==> config.mk <==
export PLATFORM = sky130hd
export DESIGN_NAME = multicycle_controller
export DESIGN_NICKNAME = d
export VERILOG_FILES = /design/src/rtl/multicycle_controller_pkg.sv /design/src/rtl/multicycle_controller_cond_flag_unit.sv /design/src/rtl/multicycle_controller.sv
export SDC_FILE = /design/constraint.sdc
export NUM_CORES = 1
export LEC_CHECK = 0
export CORE_MARGIN = 3
export CORE_UTILIZATION = 36
export CTS_BUF_LIST = sky130_fd_sc_hd__clkbuf_2 sky130_fd_sc_hd__clkbuf_4 sky130_fd_sc_hd__clkbuf_8
export DETAILED_ROUTE_END_ITERATION = 7
export HOLD_SLACK_MARGIN = 0.05
export PLACE_DENSITY = 0.78
export SYNTH_ARGS = -nofsm -noshare
export SYNTH_HDL_FRONTEND = slang
export SYNTH_SLANG_ARGS = --single-unit
export TNS_END_PERCENT = 50
==> constraint.sdc <==
create_clock -name clk -period 1.4 [get_ports clk]
set_input_delay 0.28 -clock clk [delete_from_list [all_inputs] [get_ports clk]]
set_output_delay 0.28 -clock clk [all_outputs]
set_load 0.03 [all_outputs]
==> src/rtl/multicycle_controller_pkg.sv <==
`default_nettype none
// ============================================================================
// Module      : multicycle_controller_pkg
// Description : Shared encodings for the multicycle ARM controller: FSM state
//               codes, ALU / mux select codes, instruction Op, Cond and cmd
//               codes, plus small cmd-decode helper functions.
// Revision    : 1.0 - initial release
// ============================================================================
package multicycle_controller_pkg;

   // FSM state codes; codes 10..15 are illegal and recover to FETCH.
   typedef enum logic [3:0] {
      FETCH  = 4'd0,
      DECODE = 4'd1,
      MEMADR = 4'd2,
      MEMRD  = 4'd3,
      MEMWB  = 4'd4,
      MEMWR  = 4'd5,
      EXECR  = 4'd6,
      EXECI  = 4'd7,
      ALUWB  = 4'd8,
      BRANCH = 4'd9
   } state_t;

   // ALUControl codes
   localparam logic [1:0] c_ALU_ADD = 2'b00;
   localparam logic [1:0] c_ALU_SUB = 2'b01;
   localparam logic [1:0] c_ALU_AND = 2'b10;
   localparam logic [1:0] c_ALU_ORR = 2'b11;

   // ResultSrc codes
   localparam logic [1:0] c_RES_ALUOUT = 2'b00;
   localparam logic [1:0] c_RES_DATA   = 2'b01;
   localparam logic [1:0] c_RES_ALU    = 2'b10;

   // ALUSrcB codes
   localparam logic [1:0] c_SRCB_REG  = 2'b00;
   localparam logic [1:0] c_SRCB_IMM  = 2'b01;
   localparam logic [1:0] c_SRCB_FOUR = 2'b10;

   // Instruction Op field
   localparam logic [1:0] c_OP_DP  = 2'b00;
   localparam logic [1:0] c_OP_MEM = 2'b01;
   localparam logic [1:0] c_OP_BR  = 2'b10;
   localparam logic [1:0] c_OP_NOP = 2'b11;

   // Condition codes
   localparam logic [3:0] c_COND_EQ = 4'b0000;
   localparam logic [3:0] c_COND_NE = 4'b0001;
   localparam logic [3:0] c_COND_CS = 4'b0010;
   localparam logic [3:0] c_COND_CC = 4'b0011;
   localparam logic [3:0] c_COND_MI = 4'b0100;
   localparam logic [3:0] c_COND_PL = 4'b0101;
   localparam logic [3:0] c_COND_VS = 4'b0110;
   localparam logic [3:0] c_COND_VC = 4'b0111;
   localparam logic [3:0] c_COND_HI = 4'b1000;
   localparam logic [3:0] c_COND_LS = 4'b1001;
   localparam logic [3:0] c_COND_GE = 4'b1010;
   localparam logic [3:0] c_COND_LT = 4'b1011;
   localparam logic [3:0] c_COND_GT = 4'b1100;
   localparam logic [3:0] c_COND_LE = 4'b1101;
   localparam logic [3:0] c_COND_AL = 4'b1110;

   // Data-processing cmd field (Funct[4:1])
   localparam logic [3:0] c_CMD_ADD = 4'b0100;
   localparam logic [3:0] c_CMD_SUB = 4'b0010;
   localparam logic [3:0] c_CMD_AND = 4'b0000;
   localparam logic [3:0] c_CMD_ORR = 4'b1100;
   localparam logic [3:0] c_CMD_CMP = 4'b1010;

   // ALU operation for a data-processing cmd; unsupported cmds fall back to ADD.
   function automatic logic [1:0] aluOp(input logic [3:0] cmd);
      logic [1:0] op;
      case (cmd)
         c_CMD_ADD: op = c_ALU_ADD;
         c_CMD_SUB: op = c_ALU_SUB;
         c_CMD_CMP: op = c_ALU_SUB;
         c_CMD_AND: op = c_ALU_AND;
         c_CMD_ORR: op = c_ALU_ORR;
         default:   op = c_ALU_ADD;
      endcase
      return op;
   endfunction

   // Only the four arithmetic/logic cmds write the register file.
   function automatic logic cmdWritesReg(input logic [3:0] cmd);
      return (cmd == c_CMD_ADD) || (cmd == c_CMD_SUB) ||
             (cmd == c_CMD_AND) || (cmd == c_CMD_ORR);
   endfunction

   // Supported cmds (including CMP) may update flags; unknown cmds never do.
   function automatic logic cmdWritesFlags(input logic [3:0] cmd);
      return cmdWritesReg(cmd) || (cmd == c_CMD_CMP);
   endfunction

   // Carry/overflow are meaningful only for the adder-based cmds.
   function automatic logic cmdWritesCV(input logic [3:0] cmd);
      return (cmd == c_CMD_ADD) || (cmd == c_CMD_SUB) || (cmd == c_CMD_CMP);
   endfunction

endpackage : multicycle_controller_pkg
`default_nettype wire

==> src/rtl/multicycle_controller_cond_flag_unit.sv <==
`default_nettype none
// ============================================================================
// Module      : cond_flag_unit
// Description : Architectural NZCV register and condition evaluation. The
//               condition result is latched once per instruction (in DECODE)
//               and then gates every write for the rest of the instruction.
// Ports       : clk, reset      - clock, synchronous active-high reset
//               Cond            - instruction condition field
//               ALUFlags        - ALU {N,Z,C,V} of the current cycle
//               latchCond       - capture CondEx(Cond, Flags) this cycle
//               execCycle       - controller is in EXECR/EXECI
//               sBit            - instruction S bit (Funct[0])
//               cmd             - data-processing cmd (Funct[4:1])
//               Flags           - registered NZCV
//               condQ           - latched condition result
// Revision    : 1.0 - initial release
// ============================================================================
module cond_flag_unit
   import multicycle_controller_pkg::*;
#(
   parameter logic [3:0] RESET_FLAGS = 4'b0000
) (
   input  logic       clk,
   input  logic       reset,
   input  logic [3:0] Cond,
   input  logic [3:0] ALUFlags,
   input  logic       latchCond,
   input  logic       execCycle,
   input  logic       sBit,
   input  logic [3:0] cmd,
   output logic [3:0] Flags,
   output logic       condQ
);

   logic [3:0] r_flags;
   logic       r_condQ;
   logic       w_condEx;
   logic       w_flagWrite;
   logic       w_cvWrite;

   // Condition evaluation against the registered flags only.
   function automatic logic condEx(input logic [3:0] cond, input logic [3:0] nzcv);
      logic n, z, c, v, res;
      {n, z, c, v} = nzcv;
      case (cond)
         c_COND_EQ: res = z;
         c_COND_NE: res = ~z;
         c_COND_CS: res = c;
         c_COND_CC: res = ~c;
         c_COND_MI: res = n;
         c_COND_PL: res = ~n;
         c_COND_VS: res = v;
         c_COND_VC: res = ~v;
         c_COND_HI: res = c & ~z;
         c_COND_LS: res = ~c | z;
         c_COND_GE: res = (n == v);
         c_COND_LT: res = (n != v);
         c_COND_GT: res = ~z & (n == v);
         c_COND_LE: res = z | (n != v);
         default:   res = 1'b1;   // AL and the unconditional 1111 space
      endcase
      return res;
   endfunction

   assign w_condEx    = condEx(Cond, r_flags);
   assign w_flagWrite = execCycle & sBit & r_condQ & cmdWritesFlags(cmd);
   assign w_cvWrite   = cmdWritesCV(cmd);

   always_ff @(posedge clk) begin
      if (reset) begin
         r_flags <= RESET_FLAGS;
         r_condQ <= 1'b0;
      end else begin
         if (latchCond) begin
            r_condQ <= w_condEx;
         end
         if (w_flagWrite) begin
            r_flags[3:2] <= ALUFlags[3:2];
            // Logical ops leave C and V untouched.
            if (w_cvWrite) begin
               r_flags[1:0] <= ALUFlags[1:0];
            end
         end
      end
   end

   assign Flags = r_flags;
   assign condQ = r_condQ;

endmodule : cond_flag_unit
`default_nettype wire

==> src/rtl/multicycle_controller.sv <==
`default_nettype none
// ============================================================================
// Module      : multicycle_controller
// Description : Main control FSM of the multicycle ARM core. Sequences the
//               shared memory and ALU through fetch, decode and execute, and
//               gates all architectural writes by the instruction condition.
// Ports       : clk, reset                 - clock, sync active-high reset
//               Cond, Op, Funct, Rd        - instruction register fields
//               ALUFlags                   - ALU NZCV of the current cycle
//               PCWrite, MemWrite,
//               IRWrite, RegWrite          - write enables
//               AdrSrc, ResultSrc, ALUSrcA,
//               ALUSrcB, ALUControl        - datapath mux / ALU controls
//               ImmSrc, RegSrc             - decode-only controls
//               Flags, State               - debug visibility
// Revision    : 1.0 - initial release
// ============================================================================
module multicycle_controller
   import multicycle_controller_pkg::*;
#(
   parameter logic [3:0] RESET_FLAGS = 4'b0000
) (
   input  logic       clk,
   input  logic       reset,
   input  logic [3:0] Cond,
   input  logic [1:0] Op,
   input  logic [5:0] Funct,
   input  logic [3:0] Rd,
   input  logic [3:0] ALUFlags,
   output logic       PCWrite,
   output logic       AdrSrc,
   output logic       MemWrite,
   output logic       IRWrite,
   output logic [1:0] ResultSrc,
   output logic [1:0] ALUControl,
   output logic       ALUSrcA,
   output logic [1:0] ALUSrcB,
   output logic [1:0] ImmSrc,
   output logic [1:0] RegSrc,
   output logic       RegWrite,
   output logic [3:0] Flags,
   output logic [3:0] State
);

   state_t     r_state;
   state_t     w_nextState;

   logic       w_adrSrc;
   logic       w_irWrite;
   logic [1:0] w_resultSrc;
   logic [1:0] w_aluControl;
   logic       w_aluSrcA;
   logic [1:0] w_aluSrcB;
   logic       w_regW;
   logic       w_memW;
   logic       w_branch;
   logic       w_fetch;
   logic       w_latchCond;
   logic       w_execCycle;
   logic       w_condQ;
   logic [3:0] w_cmd;

   assign w_cmd = Funct[4:1];

   // ------------------------------------------------------------------------
   // State register
   // ------------------------------------------------------------------------
   always_ff @(posedge clk) begin
      if (reset) begin
         r_state <= FETCH;
      end else begin
         r_state <= w_nextState;
      end
   end

   // ------------------------------------------------------------------------
   // Next-state and raw per-state controls (before reset / condition gating)
   // ------------------------------------------------------------------------
   always_comb begin
      w_nextState  = FETCH;
      w_adrSrc     = 1'b0;
      w_irWrite    = 1'b0;
      w_resultSrc  = c_RES_ALUOUT;
      w_aluControl = c_ALU_ADD;
      w_aluSrcA    = 1'b0;
      w_aluSrcB    = c_SRCB_REG;
      w_regW       = 1'b0;
      w_memW       = 1'b0;
      w_branch     = 1'b0;
      w_fetch      = 1'b0;
      w_latchCond  = 1'b0;
      w_execCycle  = 1'b0;

      case (r_state)
         FETCH: begin
            w_irWrite   = 1'b1;
            w_aluSrcA   = 1'b1;
            w_aluSrcB   = c_SRCB_FOUR;
            w_resultSrc = c_RES_ALU;
            w_fetch     = 1'b1;
            w_nextState = DECODE;
         end
         DECODE: begin
            // Second PC+4 on the ALU gives PC+8, which the datapath reads as R15.
            w_aluSrcA   = 1'b1;
            w_aluSrcB   = c_SRCB_FOUR;
            w_resultSrc = c_RES_ALU;
            w_latchCond = 1'b1;
            case (Op)
               c_OP_MEM: w_nextState = MEMADR;
               c_OP_DP:  w_nextState = Funct[5] ? EXECI : EXECR;
               c_OP_BR:  w_nextState = BRANCH;
               default:  w_nextState = FETCH;   // Op=11 retires as a NOP
            endcase
         end
         MEMADR: begin
            w_aluSrcB   = c_SRCB_IMM;
            w_nextState = Funct[0] ? MEMRD : MEMWR;
         end
         MEMRD: begin
            w_adrSrc    = 1'b1;
            w_nextState = MEMWB;
         end
         MEMWB: begin
            w_resultSrc = c_RES_DATA;
            w_regW      = 1'b1;
            w_nextState = FETCH;
         end
         MEMWR: begin
            w_adrSrc    = 1'b1;
            w_memW      = 1'b1;
            w_nextState = FETCH;
         end
         EXECR: begin
            w_aluSrcB    = c_SRCB_REG;
            w_aluControl = aluOp(w_cmd);
            w_execCycle  = 1'b1;
            w_nextState  = ALUWB;
         end
         EXECI: begin
            w_aluSrcB    = c_SRCB_IMM;
            w_aluControl = aluOp(w_cmd);
            w_execCycle  = 1'b1;
            w_nextState  = ALUWB;
         end
         ALUWB: begin
            w_resultSrc = c_RES_ALUOUT;
            w_regW      = cmdWritesReg(w_cmd);
            w_nextState = FETCH;
         end
         BRANCH: begin
            w_aluSrcB   = c_SRCB_IMM;
            w_resultSrc = c_RES_ALU;
            w_branch    = 1'b1;
            w_nextState = FETCH;
         end
         default: begin
            w_nextState = FETCH;
         end
      endcase
   end

   // ------------------------------------------------------------------------
   // Output stage: reset forces all enables low and shows FETCH mux values,
   // so an instruction interrupted by reset cannot complete a write.
   // ------------------------------------------------------------------------
   always_comb begin
      PCWrite    = 1'b0;
      IRWrite    = 1'b0;
      RegWrite   = 1'b0;
      MemWrite   = 1'b0;
      AdrSrc     = 1'b0;
      ResultSrc  = c_RES_ALU;
      ALUControl = c_ALU_ADD;
      ALUSrcA    = 1'b1;
      ALUSrcB    = c_SRCB_FOUR;
      if (!reset) begin
         PCWrite    = w_fetch | (w_branch & w_condQ) |
                      (w_regW & (Rd == 4'd15) & w_condQ);
         IRWrite    = w_irWrite;
         RegWrite   = w_regW & w_condQ;
         MemWrite   = w_memW & w_condQ;
         AdrSrc     = w_adrSrc;
         ResultSrc  = w_resultSrc;
         ALUControl = w_aluControl;
         ALUSrcA    = w_aluSrcA;
         ALUSrcB    = w_aluSrcB;
      end
   end

   assign ImmSrc    = Op;
   assign RegSrc[0] = (Op == c_OP_BR);
   assign RegSrc[1] = (Op == c_OP_MEM);
   assign State     = r_state;

   // ------------------------------------------------------------------------
   // Flags and condition latch
   // ------------------------------------------------------------------------
   cond_flag_unit #(
      .RESET_FLAGS (RESET_FLAGS)
   ) u_cond_flag_unit (
      .clk       (clk),
      .reset     (reset),
      .Cond      (Cond),
      .ALUFlags  (ALUFlags),
      .latchCond (w_latchCond),
      .execCycle (w_execCycle),
      .sBit      (Funct[0]),
      .cmd       (w_cmd),
      .Flags     (Flags),
      .condQ     (w_condQ)
   );

endmodule : multicycle_controller
`default_nettype wire

[After elaboration in Yosys (flattened, before gate mapping)]
Index checks and enable logic that the tools add are counted.
Storage, ports and cells
  flip-flop bits (word level): 9
  bits of input ports: 22
  output and inout port bits: 24
  word-level logic and storage cells: 95
Cells by class
  equal/unequal tests: 31
  mux-type cells: 26
  bitwise operators: 18
  reductions and logical operators: 16
Operators with widths (number)
  $eq 4x4->1 const B: 11
  $eq 4x3->1 const B: 9
  $eq 4x2->1 const B: 5
  $pmux 4 s5: 1
  $mux 1: 14
  $pmux 1 s14: 1
  $logic_not 4->1: 3
  $pmux 4 s3: 1
  $and 1x1->1: 10
  $eq 4x1->1 const B: 2
  $mux 2: 4
  $pmux 2 s2: 2
  $reduce_or 2->1: 4
  $pmux 2 s3: 1
  $reduce_or 3->1: 2
  $logic_or 1x1->1: 5
  $not 1->1: 4
  $or 1x1->1: 4
  $mux 3: 1
  $eq 2x1->1 const B: 1
  $eq 2x2->1 const B: 1
  $logic_not 2->1: 1
  $pmux 1 s2: 1
  $reduce_and 2->1: 1
  other kinds (2): 2

[Depth between registers and ports, before layout]
  depth in word-level cells: 9
  gate-level depth with buffers: 6
  mapped depth without buffers: 4

[Modules after synthesis]
A second synthesis with hierarchy kept.
Unflattened totals
  cell total of the unflattened synthesis: 110
  area, all modules: 883.3 sq um
Modules (own cells, without submodules)
  multicycle_controller: instances 1, cells an instance 64, area an instance 483.0 sq um, seq. area each 80.1 sq um
  cond_flag_unit: instances 1, cells an instance 46, area an instance 400.4 sq um, seq. area each 100.1 sq um

[Worst setup path after synthesis]
OpenSTA, ideal clock, no wires.
  path kind: register -> output
  start point: reg r_state[2] (netlist: State[2])
  end point: out ALUControl[1]
  arrival: 2027 ps
  required time: 1120 ps
  slack: -907 ps
  stages on the path, launching flop included: 6
  buffers on the path: 1
  path through: dfxtp_1 buf_2 nand2b_4 nor2_1 nand3b_1 nor4_1
On the way
  cells in the longest elaborated chain, start to end: 4
  elaborated cells between the ends (all ways): 5
  those cells by class: 2 x eq/ne; 2 x mux; 1 x reduce/logical
Ends and longest elaborated chain
  start, declared: RTL line multicycle_controller.sv:45  | state_t r_state;
  start signal, assigned: RTL line multicycle_controller.sv:72  | r_state <= w_nextState;
  $eq 4x3->1: RTL line multicycle_controller.sv:94  | case (r_state)
  $reduce_or 2->1 (no source line) (*)
  $mux 2 (*)
  $mux 2 (*): RTL line multicycle_controller.sv:177  | if (!reset) begin
  end, declared: RTL line multicycle_controller.sv:35  | output logic [1:0] ALUControl,
Every way passes the cells marked *; elsewhere a longest branch is shown, timed or not.

[Worst setup path after layout]
  start point: reg r_state[2] (netlist: State[2])
  end point: out PCWrite
On the way
  cells in the longest elaborated chain, start to end: 6
  elaborated cells between the ends (all ways): 13
  those cells by class: 3 x eq/ne; 4 x mux; 5 x bitwise; 1 x reduce/logical
Ends and longest elaborated chain
  $eq 4x4->1 / $eq 4x3->1 (equally long branches): RTL line multicycle_controller.sv:94
  $pmux 1 s2 / $mux 1 (equally long branches): RTL line multicycle_controller.sv:94
  $and 1x1->1 (on tied branches): RTL line multicycle_controller.sv:179, multicycle_controller.sv:178
  $and 1x1->1 / $or 1x1->1 (equally long branches): RTL line multicycle_controller.sv:179, multicycle_controller.sv:178
  $or 1x1->1 (*): RTL line multicycle_controller.sv:178  | PCWrite = w_fetch | (w_branch & w_condQ) |
  $mux 1 (*): RTL line multicycle_controller.sv:177
  end, declared: RTL line multicycle_controller.sv:30  | output logic PCWrite,
Marked as above.

==> results list <==
* Initial DRC Count: 10
- Yosys printed 0 warnings.
* Signal arrival time at the worst endpoint: 1.57 ns
- Switching power: 0.397 mW
- Clk_lat worst skew: 0.28 ns
- Hold Crit Depth: 3
* Capture instance of the worst register-to-register path: u_cond_flag_unit.Flags[0]$_SDFFE_PP0P_
- Core ar.: 0.00225 mm^2
- In the routed design, unresolved DRC markers number 0.
- Commonest register cell after synthesis: sky130_fd_sc_hd__dfxtp_1
* Final non-filler cell area: 0.00184 mm^2
- In this run the mean area of a mapped cell was 7.52 um^2.
- Post-Place Cells: 208
* Async S/R FF share, synth: 0
- Crit Path Max Fanout: 2
- The startpoint identified for the worst hold timing path is Op[1].
- Of the total power, the clock network draws 0.223.
* Sequential fraction of design power: 0.275
- Gate family responsible for the most delay along the worst path: compound AO/OA/AOI/OAI gates
* Start-to-end type of the worst setup path: register to primary output
- Max Slew Vio Count: 0
- Logic gate share of total power: 0.502
* TritonCTS clock tree: done
- Relative to the synthesized area, the layout overhead comes to 113%.
* Cell area after placement: 0.00162 mm^2
* Final number of hold-violating endpoints: 0
- Result of the run: finished with violations
* Worst rel slew slack: 0.701
- For this run, the total global-route usage over all layers was measured as 0.219.
- IR drop worst, VDD: 0.471 mV
- The completed layout was analyzed and its total power is 1.06 mW.
- Setup violation total in the final timing report: 17
- Int Power: 0.664 mW
* Die boundary width: 55.0 um
- Setup repair after global routing could not meet its margin everywhere.
- Dividing the detail-routed wire length by the instance count gives 18.0 um.
- For this run, the register share of the synthesized area comes to 0.208.
- Counting I/O delays and the setup requirement, the final critical path takes 1.85 ns.
* Detailed-router iteration count before antenna repair: 4
* Setup WS pre-CTS: -0.685 ns
* Number of ports placed on the die boundary: 46
* Final setup slack of the worst path: -0.446 ns
- Worst hold slack across all endpoints: 0.454 ns
* Area of the mapped netlist: 865 um^2
* Number of cells in the finished layout apart from fillers: 215
- Number of cells traversed by the worst register-to-register path: 7
- The floorplan step set the die height to 55.0 um.
* Largest net degree at the start of global routing: 12
* Crit-path cells: nand2b_4 > o41ai_4 > nand4_1 > a21oi_4 > buf_6
- In this run the register-to-register setup slack is -0.14 ns.
* Category of the worst setup path capture point: primary output
- Path class of the lowest-slack min-delay path: primary input to register
- Worst Hold Path EP: State[3]$_SDFF_PP0_
- Failing checks: negative setup slack
* Master of the slowest instance on the critical path: sky130_fd_sc_hd__dfxtp_4
- Share of the clock period used by the worst path: 1.32
* Row Count: 17
- The first global-routing pass estimated 4790 um of wire.
* CTS max path bufs: 2
* ANT nets after route: 0
- Across the run, the number of max-cap violations was 0.
- Worst setup SP type: register
- Final Util: 0.815
- Via count: 1168
- Power spread over the standard cell area amounts to 577 mW/mm^2.
- Wire length after detailed routing: 3870 um
- At the pin with the least slew margin, the transition time is 0.447 ns.
* Mapped Cells: 115
- Clock skew on the completed layout was measured at 0.0193 ns.
- Final-layout setup total negative slack: -4.26 ns
* Fraction of final layout cells sized beyond drive strength 1: 0.503
* Vias in the first global route: 1093
* Worst stage delay on the critical path: 0.35 ns
- Startpoint of the most critical register-to-register path: State[3]$_SDFF_PP0_
* Clock Pin Slew Worst Setup and Hold Paths: 0.08 ns
- In this run, distinct cell masters in the synthesized netlist total 43.
- CTS root buf: sky130_fd_sc_hd__clkbuf_4
- The tree built by TritonCTS fans out to 9 sinks.
- Dividing the detail-routed via count by the number of cells gives 5.43.
- For this configuration, the core starts out at a cell density of 0.383.
- Grt ovf: 0
- Total leakage power: 0.753 nW
- After synthesis the netlist holds a flip-flop and latch count of 9.
- WP data required: 1.12 ns
* F_max: 0.542 GHz
- Number of buffer and inverter stages on the critical path: 1
- The number of nets handed over by synthesis was 137.
* Switching power as a share of total power: 0.374
- Die footprint: 0.00303 mm^2
* EDFF count, synth: 0
* HPWL after DPL: 2360 um
- The number of antenna violations at the first check in global routing is 0.
- CTS Buf Count: 3
- Count of nets after finishing: 210
- CTS built an H-tree with a depth of 1.
- In this run the tool buffered the top-level ports with 45 buffer cells.
* GP Congestion: 0.775
- Diode count: 0
-- cell families after synthesis --
kind of cell    synth area share
simple gates               0.410
buf+inv                   0.0868
mux                       0.0926
compound gates             0.162
flops                      0.208
xor+xnor                  0.0405
-- power groups by stage --
stage | clock [mW] | sequential (mW) | combinational (mW)
4_1_cts | 0.219 | 0.287 | 0.503
3_3_place_gp | 0 | 0.290 | 0.441
3_5_place_dp | 0 | 0.291 | 0.449
6_report | 0.236 | 0.292 | 0.533
2_1_floorplan | 0 | 0.300 | 0.252
5_1_grt | 0.247 | 0.295 | 0.562
-- cell usage in the layout (no fill, tap or decap), types with 2 or more instances in the layout --
cell                              instances
sky130_fd_sc_hd__a21oi_1                  3
sky130_fd_sc_hd__a21oi_2                  3
sky130_fd_sc_hd__buf_12                   2
sky130_fd_sc_hd__buf_4                   35
sky130_fd_sc_hd__buf_6                   18
sky130_fd_sc_hd__clkbuf_4                 4
sky130_fd_sc_hd__clkdlybuf4s50_1         15
sky130_fd_sc_hd__dfxtp_1                  5
sky130_fd_sc_hd__dfxtp_4                  4
sky130_fd_sc_hd__dlygate4sd2_1            7
sky130_fd_sc_hd__inv_1                    4
sky130_fd_sc_hd__mux2i_1                  7
sky130_fd_sc_hd__nand2_1                  5
sky130_fd_sc_hd__nand2b_1                 3
sky130_fd_sc_hd__nand2b_4                 2
sky130_fd_sc_hd__nand3_1                  3
sky130_fd_sc_hd__nand3b_1                 3
sky130_fd_sc_hd__nor2_1                  13
sky130_fd_sc_hd__nor2_4                   4
sky130_fd_sc_hd__nor2b_1                  3
sky130_fd_sc_hd__nor3_4                   2
sky130_fd_sc_hd__nor3b_1                  2
sky130_fd_sc_hd__nor4_4                   4
sky130_fd_sc_hd__o21ai_0                  3
sky130_fd_sc_hd__o41ai_1                  2
sky130_fd_sc_hd__or2_4                    2
sky130_fd_sc_hd__xor2_1                   3
-- layer usage --
metal,global-route usage,part of all wire,vias up
li1,-,-,557
met1,0.237,0.38,563
met2,0.441,0.56,38
met3,0.0107,0.036,10
met4,0.0729,0.023,0
met5,0,0,-
-- sequential cells by signal, indices dropped and copies added (netlist names) --
signal                  cells
u_cond_flag_unit.Flags      4
State                       4
u_cond_flag_unit.condQ      1
-- cell usage after synthesis, types with 4 or more instances --
library cell	n	area (um^2)
sky130_fd_sc_hd__a21oi_1	6	30.0
sky130_fd_sc_hd__clkbuf_1	5	18.8
sky130_fd_sc_hd__dfxtp_1	9	180
sky130_fd_sc_hd__inv_1	4	15.0
sky130_fd_sc_hd__mux2i_1	8	80.1
sky130_fd_sc_hd__nand2_1	5	18.8
sky130_fd_sc_hd__nand2b_1	4	25.0
sky130_fd_sc_hd__nor2_1	17	63.8
-- worst reg2reg max path: stages, from the launching register on --
cell                       delay [ns]
sky130_fd_sc_hd__dfxtp_4         0.38
sky130_fd_sc_hd__nand2b_4        0.16
sky130_fd_sc_hd__buf_6           0.13
sky130_fd_sc_hd__buf_6           0.12
sky130_fd_sc_hd__buf_4           0.13
sky130_fd_sc_hd__a211oi_4        0.20
sky130_fd_sc_hd__mux2i_1         0.23
sky130_fd_sc_hd__nor2_1          0.06
-- what timing repair did --
| item | CTS | global route |
|---|---|---|
| buffers inserted | 3 | 0 |
| gates resized for setup | 44 | 8 |
| endpoints found under the setup margin | 21 | 19 |
| pin swaps | 11 | 3 |
| hold buffers | 0 | 0 |
-- how the worst max path moves through the flow --
stage / from / endpoint / slack (ns) / depth (start not counted)
5_1_grt: State[2]$_SDFF_PP0_ / PCWrite / -0.46 / 5
2_1_floorplan: State[3]$_SDFF_PP0_ / ALUControl[1] / -0.35 / 5
3_3_place_gp: Funct[3] / PCWrite / -0.66 / 6
4_1_cts: State[2]$_SDFF_PP0_ / ALUControl[1] / -0.35 / 6
6_report: State[2]$_SDFF_PP0_ / PCWrite / -0.45 / 5
3_5_place_dp: Funct[3] / PCWrite / -0.68 / 6
-- cell type report --
cell class / count / area [um^2]
fill: 141 / 417
inverter: 4 / 15.0
multi-input combinational: 91 / 826
timing repair buffer: 79 / 737
clock buffer: 4 / 30.0
tap: 28 / 35.0
sequential: 9 / 195
Note: power is estimated with default switching activity, not from simulation.
